==> config.mk <==
export PLATFORM = sky130hd
export DESIGN_NAME = core_mem_arbiter
export DESIGN_NICKNAME = d
export VERILOG_FILES = /design/src/rtl/core_mem_arbiter.sv
export SDC_FILE = /design/constraint.sdc
export NUM_CORES = 1
export LEC_CHECK = 0
export ABC_CLOCK_PERIOD_IN_PS = 3100
export CAP_MARGIN = 20
export CORE_MARGIN = 2
export CORE_UTILIZATION = 30
export CTS_CLUSTER_DIAMETER = 80
export DETAILED_ROUTE_END_ITERATION = 7
export PLACE_DENSITY_LB_ADDON = 0.05
export SYNTH_ARGS = -nofsm -noshare
export SYNTH_HDL_FRONTEND = slang
export SYNTH_SLANG_ARGS = --single-unit
==> constraint.sdc <==
create_clock -name CLK -period 3.1 [get_ports CLK]
set_input_delay 0.93 -clock CLK [delete_from_list [all_inputs] [get_ports CLK]]
set_output_delay 0.93 -clock CLK [all_outputs]
set_load 0.01 [all_outputs]
==> src/rtl/core_mem_arbiter.sv <==
// Shares one single-beat memory port between instruction fetch (I) and load/store (D),
// one transaction in flight, with a watchdog abort. Define MEMARB_RR_EN for round-robin ties.
module core_mem_arbiter #(
  parameter int ADDR_W      = 32,
  parameter int DATA_W      = 32,
  parameter int TIMEOUT_CYC = 256
) (
  input  logic                CLK,
  input  logic                RSTN,
  input  logic                I_REQ,
  input  logic [ADDR_W-1:0]   I_ADDR,
  output logic                I_ACK,
  input  logic                D_REQ,
  input  logic                D_WE,
  input  logic [ADDR_W-1:0]   D_ADDR,
  input  logic [DATA_W-1:0]   D_WDATA,
  input  logic [DATA_W/8-1:0] D_STRB,
  output logic                D_ACK,
  output logic [DATA_W-1:0]   RDATA,
  output logic                M_REQ,
  output logic                M_WE,
  output logic [ADDR_W-1:0]   M_ADDR,
  output logic [DATA_W-1:0]   M_WDATA,
  output logic [DATA_W/8-1:0] M_STRB,
  input  logic                M_ACK,
  input  logic [DATA_W-1:0]   M_RDATA,
  output logic                BUSY,
  output logic                ERR
);

  localparam int              WD_W    = (TIMEOUT_CYC > 1) ? $clog2(TIMEOUT_CYC) : 1;
  localparam logic [WD_W-1:0] WD_LAST = WD_W'((TIMEOUT_CYC > 0) ? TIMEOUT_CYC - 1 : 0);
  localparam bit              WD_EN   = (TIMEOUT_CYC > 0);

  typedef enum logic [1:0] {
    IDLE,
    GNT_I,
    GNT_D,
    DONE
  } state_t;

  state_t          state;
  logic [WD_W-1:0] wdog;
  logic            pick_d;
  logic            in_grant;
  logic            timeout_hit;
  logic            done_now;

`ifdef MEMARB_RR_EN
  // rr_d = 1: D wins the next simultaneous request; flips away from whoever was just served
  logic rr_d;

  always_comb pick_d = D_REQ && (!I_REQ || rr_d);

  always_ff @(posedge CLK or negedge RSTN) begin
    if (!RSTN) begin
      rr_d <= 1'b0;
    end else if (done_now) begin
      rr_d <= (state == GNT_I);
    end
  end
`else
  always_comb pick_d = D_REQ;
`endif

  always_comb begin
    in_grant    = (state == GNT_I) || (state == GNT_D);
    timeout_hit = WD_EN && (wdog == WD_LAST);
    done_now    = in_grant && (M_ACK || timeout_hit);
  end

  // NOTE: every register here is assigned with <= so all outputs change together at the
  // edge and no branch can observe a half-updated value from the same cycle.
  always_ff @(posedge CLK or negedge RSTN) begin
    if (!RSTN) begin
      state   <= IDLE;
      wdog    <= '0;
      M_REQ   <= 1'b0;
      M_WE    <= 1'b0;
      M_ADDR  <= '0;
      M_WDATA <= '0;
      M_STRB  <= '0;
      RDATA   <= '0;
      I_ACK   <= 1'b0;
      D_ACK   <= 1'b0;
      ERR     <= 1'b0;
      BUSY    <= 1'b0;
    end else begin
      I_ACK <= 1'b0;
      D_ACK <= 1'b0;
      ERR   <= 1'b0;
      unique case (state)
        IDLE: begin
          if (I_REQ || D_REQ) begin
            state   <= pick_d ? GNT_D : GNT_I;
            wdog    <= '0;
            M_REQ   <= 1'b1;
            BUSY    <= 1'b1;
            M_WE    <= pick_d && D_WE;
            M_ADDR  <= pick_d ? D_ADDR : I_ADDR;
            M_WDATA <= pick_d ? D_WDATA : '0;
            M_STRB  <= (pick_d && D_WE) ? D_STRB : '0;
          end
        end
        GNT_I, GNT_D: begin
          if (done_now) begin
            // a response on the final watchdog cycle still counts as a normal completion
            state <= DONE;
            M_REQ <= 1'b0;
            RDATA <= M_ACK ? M_RDATA : '0;
            ERR   <= !M_ACK;
            I_ACK <= (state == GNT_I);
            D_ACK <= (state == GNT_D);
          end else if (WD_EN) begin
            wdog <= wdog + 1'b1;
          end
        end
        DONE: begin
          // holdoff: a requester still showing REQ during its ACK cycle is not re-granted
          state <= IDLE;
          BUSY  <= 1'b0;
        end
        default: begin
          state <= IDLE;
          M_REQ <= 1'b0;
          BUSY  <= 1'b0;
        end
      endcase
    end
  end

endmodule

==> results of run 1 <==
-- worst reg2reg max path, delay by kind of cell, from the launching register on --
family | cells | cell delay, ns
AOI/OAI and AO/OA | 2 | 0.29
and+or+nand+nor | 1 | 0.23
adders and majority gates | 1 | 0.53
DFF | 1 | 0.40
buffers and inverters | 3 | 0.71
-- metal layers --
layer | routed length (µm) | GRT usage | share of wire | vias up
met4 | 152 | 0.0525 | 0.011 | 0
met2 | 6380 | 0.264 | 0.48 | 160
met1 | 5490 | 0.192 | 0.41 | 1917
li1 | - | - | - | 1891
met3 | 1360 | 0.0804 | 0.10 | 13
met5 | 0 | 0 | 0 | -
-- where the power goes --
part	total [µW]	internal [µW]	switching, µW
clock network	2220	1540	674
registers	2600	2210	394
logic	3450	1930	1530
-- cell usage in the layout (no fill, tap or decap), types with 3 or more instances in the layout --
| master | instances |
|---|---|
| buf_4 | 8 |
| dfrtp_1 | 116 |
| nand3b_1 | 3 |
| and2_1 | 4 |
| ha_1 | 6 |
| a32o_1 | 4 |
| bufinv_16 | 6 |
| nor2_1 | 4 |
| mux2i_1 | 33 |
| clkdlybuf4s50_1 | 241 |
| a22o_1 | 66 |
| o21ai_1 | 30 |
| nand3_1 | 3 |
| nand2_1 | 36 |
| clkbuf_16 | 17 |
| o21ai_0 | 8 |
| and3_1 | 3 |
| clkbuf_1 | 3 |
| a21oi_1 | 4 |
| inv_1 | 3 |
-- final timing paths --
path / startpoint / end / slack (ns)
min in group asynchronous: RSTN / M_WDATA[26] / 0.53
min reg2reg: M_ADDR[30] / M_ADDR[30] / 0.48
max reg2reg: state[1] / RDATA[31] / 0.84
max: M_STRB[0] / M_STRB[0] / 0.83
max in group asynchronous: RSTN / RDATA[14] / 1.79
min: M_ADDR[30] / M_ADDR[30] / 0.48
-- stage by stage --
stage	total power (µW)	area [µm²]	hold slack, ns	setup slack, ns
4_1_cts	8380	8090	0.487	0.801
3_3_place_gp	6050	7430	0.467	0.517
2_1_floorplan	4260	4760	0.480	0.935
3_5_place_dp	6100	7430	0.475	0.457
6_report	8270	8090	0.479	0.831
5_1_grt	8830	8090	0.497	0.617
-- state kept, by name, summed over array words and instances, names as in the netlist --
signal	count
M_ADDR	32
D_ACK	1
BUSY	1
ERR	1
M_WDATA	32
wdog	8
M_WE	1
I_ACK	1
RDATA	32
M_STRB	4
M_REQ	1
state	2
-- layout make-up --
type	count	area [µm²]
well taps	216	270
flip-flops and latches	116	2900
inverters	3	11.3
multi-input cells	231	1730
repair buffers	252	2520
fillers	1385	7620
clock buffers	22	464
clock inverters	9	200
-- kinds of logic after synthesis --
logic type	count (synthesis)	synth area share
AO/OA/AOI/OAI	126	0.203
flip-flops	116	0.610
adder cells (fa/ha/maj)	6	0.0158
multiplexers	34	0.0718
AND/OR/NAND/NOR	65	0.0678
buffers and inverters	32	0.0313
==> metrics.cfg, run 1 <==
[synth]
synthTopCellsByArea=dfrtp_1 (61%), a22o_1 (12%), mux2i_1 (6.9%), o21ai_1 (3.3%), nand2_1 (2.8%)
yosys-top-cells-count=dfrtp_1 (116), a22o_1 (66), nand2_1 (36)
synth_flop_cell=dfrtp_1
syn_inst=379
synth_top_area_frac=0.610
synth_most_common_cell=dfrtp_1
synth_edf_count=0
syn_nets=523
netlist_area_mm2=0.00476
synth.distinct_cells=41
synth_warnings=0
synth_top_cell_by_area=dfrtp_1
synth-seq-cells=116
avgSynthCellArea_um2=12.6
async_reset_ff_frac=1.00
ys_seq_area_frac=0.610

[critical_path]
crit_type=register to output pin
max_stage_delay_ns=0.59
crit_family=buffers and inverters
start_kind=register
path_cells=clkdlybuf4s50_1
worst-path-buf-inv=1
cp_num_cells=1
worst-path-max-fanout=2
crit_slowest_cell=clkdlybuf4s50_1
required_ns=2.17
ff2ff_path_depth=7
arrival_ns=1.34
crit_path_end_kind=output pin

[cts]
cts_buffers=17
clockBufferDepth=2
post-cts-setup-buffers=0
cts_tree=done
cts_resized=0
cts_sinks=116
cts_hold_buffers=0
cts_max_level=4
clk_latency_ns=0.41
root_buffer=clkbuf_16
clk_pin_slew_ns=0.06

[sta]
finalHoldViolCount=0
worst_pin_slew_ns=0.586
relSlewSlack=0.610
fin_crit_sh=0.732
fin_skew_ns=0.00960
drv_slew=0
rsz0062_at_grt=false
fmax_mhz=441
setup-tns-final_ns=0
setup_viol=0
final.min_clock_period_ns=2.27

[layout]
final_cells=849
drive_above_1_share=0.0711
antenna_cells=0
area_delta_synth_final_pct=70.0
nNetsFinal=765
post-route-util=0.515

[job]
maxCapViolations=0

[global_route]
grt_pass1_vias=4082
grt_pass1_wl_um=21300
antenna_found_initial=0
grt_max_degree=102
grtUsageTotal=0.164
grt_remaining_overflow=0

[detailed_routing]
firstDrtPassIters=4
drc=0
num_vias=3981
route.detailed.wl_per_inst_um=15.8
ant_nets=0
via_per_inst=4.69
drt-initial-drc-count=131
wl_um=13400

[placed_design]
hpwl_um=9460
io_buffers=243
gp_congestion=0.814
place_inst=818

[pwr]
leakage_uw=0.00355
ir_drop_v=0.000509
p_per_area_mw_per_mm2=1020

[die]
die_y_um=130
coreArea_mm2=0.0157
pin_count=244
initial_core_util=0.303
std_cell_rows=46
die-area_mm2=0.0169
die_w_um=130

[min_path]
hp-class=register to register
whs_path_depth=2

[status]
status=finished clean

(Power assumes the default switching activity.)
==> run 2: changes to the inputs <==
--- a/config.mk
+++ b/config.mk
@@ -5,7 +5,7 @@
 export SDC_FILE = /design/constraint.sdc
 export NUM_CORES = 1
 export LEC_CHECK = 0
-export ABC_CLOCK_PERIOD_IN_PS = 3100
+export ABC_CLOCK_PERIOD_IN_PS = 1900
 export CAP_MARGIN = 20
 export CORE_MARGIN = 2
 export CORE_UTILIZATION = 30
==> constraint.sdc (replaced) <==
create_clock -name CLK -period 1.9 [get_ports CLK]
set_input_delay 0.57 -clock CLK [delete_from_list [all_inputs] [get_ports CLK]]
set_output_delay 0.57 -clock CLK [all_outputs]
set_load 0.01 [all_outputs]
==> metrics.cfg, run 2 (synthesis results as in run 1) <==
[sta]
drv_slew=0  ; unchanged
finalHoldViolCount=0  ; unchanged
setup_viol=0  ; unchanged
hold_ws_ns=0.215  ; -0.264 ns
fin_crit_sh=0.979
relSlewSlack=0.556  ; -0.0532
fmax_mhz=537
fin_skew_ns=0.00595  ; -0.00365 ns
worst_pin_slew_ns=0.665  ; +0.0798 ns
final.min_clock_period_ns=1.86
rsz0062_at_grt=false

[pwr]
ir_drop_v=0.000750  ; +47%
pwr-share-clk=0.225  ; -0.043
switchingPower_uw=4290  ; +65%
seqPwrFrac=0.333  ; +0.019
power.internal_uw=8240  ; +45%
p_per_area_mw_per_mm2=1520  ; +49%
p_comb_frac=0.442  ; +0.025
p_sw_frac=0.342  ; +0.0284
leakage_uw=0.00440  ; +24%

[critical_path]
required_ns=1.33  ; -0.84 ns
arrival_ns=1.29  ; -0.05 ns
crit_type=register to output pin
crit_family=buffers and inverters
crit_slowest_cell=clkdlybuf4s50_1
worst-path-buf-inv=1  ; unchanged
crit_path_end_kind=output pin
worst-path-max-fanout=2  ; unchanged
max_stage_delay_ns=0.54  ; -0.05 ns
start_kind=register
path_cells=clkdlybuf4s50_1

[layout]
antenna_cells=0  ; unchanged
multi_input_area_mm2=0.00174  ; +0.94%
final_common_cell=clkdlybuf4s50_1
drive_above_1_share=0.103  ; +0.0323
area_delta_synth_final_pct=72.6
top_regs=M_ADDR x32, M_WDATA x32, RDATA x32
final_cell_mix=clkdlybuf4s50_1 (141), dfrtp_1 (116), a22o_1 (66)
final_cell_area_mm2=0.00822  ; +1.5%
final_cells=864  ; +1.8%
nNetsFinal=779  ; +1.8%
register_area_mm2=0.00290  ; unchanged
fillers=1409  ; +1.7%

[global_route]
grt_remaining_overflow=0  ; unchanged
gr-usage-met3=0.0791  ; -0.00123
grtUsageTotal=0.161  ; -0.00229
antenna_found_initial=0  ; unchanged
use_met2=0.253  ; -0.0108
grtUsageMet1=0.195  ; +0.00257
grt_max_degree=117  ; +15%
grt_pass1_vias=4002  ; -2.0%
top_usage_layer=met2
grt_pass1_wl_um=20900  ; -1.7%

[die]
pin_count=244  ; unchanged
die-area_mm2=0.0169  ; unchanged
std_cell_rows=46  ; unchanged
coreArea_mm2=0.0157  ; unchanged
initial_core_util=0.303  ; unchanged
die_y_um=130  ; unchanged
die_w_um=130  ; unchanged

[cts]
cts_sinks=116  ; unchanged
clockBufferDepth=2  ; unchanged
cts_buffers=17  ; unchanged
root_buffer=clkbuf_16
cts_max_level=4  ; unchanged
post-cts-setup-buffers=0  ; unchanged
cts_tree=done
clk_latency_ns=0.41  ; about the same
cts_hold_buffers=0  ; unchanged
clk_pin_slew_ns=0.05  ; about the same

[detailed_routing]
via_per_inst=4.60  ; -1.9%
wl_um=13500  ; +0.66%
route.detailed.wl_per_inst_um=15.6  ; -1.1%
ant_nets=0  ; unchanged
drt-initial-drc-count=133  ; +1.5%
num_vias=3975  ; -0.15%
firstDrtPassIters=4  ; unchanged
drc=0  ; unchanged

[placed_design]
gp_congestion=0.748  ; -8.0%
place_area_mm2=0.00759  ; +2.3%
hpwl_um=9600  ; +1.5%
io_buffers=243  ; unchanged
place_inst=832  ; +1.7%

[status]
status=finished clean

[min_path]
hp-class=primary input to asynchronous set/reset pin

[job]
maxCapViolations=0  ; unchanged

## run 2: worst paths after layout
path | start | endpoint | slack (ns) | cells after the start
min in group CLK | M_ADDR[4] | M_ADDR[4] | 0.48 | 2
hold reg to reg | M_ADDR[4] | M_ADDR[4] | 0.48 | 2
max in group asynchronous | RSTN | M_WDATA[9] | 1.15 | 2
setup reg to reg | state[1] | wdog[7] | 0.06 | 6
hold / removal | RSTN | RDATA[6] | 0.22 | 2
setup / recovery | RDATA[1] | RDATA[1] | 0.04 | 1
## run 2: per-stage QoR
stage                     setup WS [ns]   util  setup TNS (ns)  total power, µW
after detailed placement         -0.274  0.483           -6.55            10200
final                            0.0393  0.523               0            12500
after global routing           0.000671  0.523               0            13400
after floorplan                  0.0106      -               0             7000
after CTS                      0.000178  0.514               0            12900
after global placement           -0.225  0.483           -3.18            10200
## run 2: timing repair
action,4_1_cts,5_1_grt
endpoints found under the setup margin,43,64
gates resized for setup,43,59
gates cloned,0,0
## run 2: per-layer routing
metal,vias up,part of all wire
met5,-,0
li1,1922,-
met4,0,0.011
met1,1878,0.42
met3,11,0.097
met2,164,0.47
## run 2: cell type report
class,instances,area share
clock buffer,19,0.0539
clock inverter,13,0.0105
inverter,3,0.00137
multi-input combinational,231,0.212
sequential,116,0.353
tap,216,0.0329
timing repair buffer,266,0.336
## run 2: power groups by stage
stage / clock, µW / combinational (µW) / sequential, µW
after detailed placement: 0 / 6020 / 4220
after global placement: 0 / 5970 / 4200
after global routing: 3040 / 6060 / 4330
final: 2820 / 5540 / 4170
after floorplan: 0 / 2310 / 4690
after CTS: 2920 / 5750 / 4200
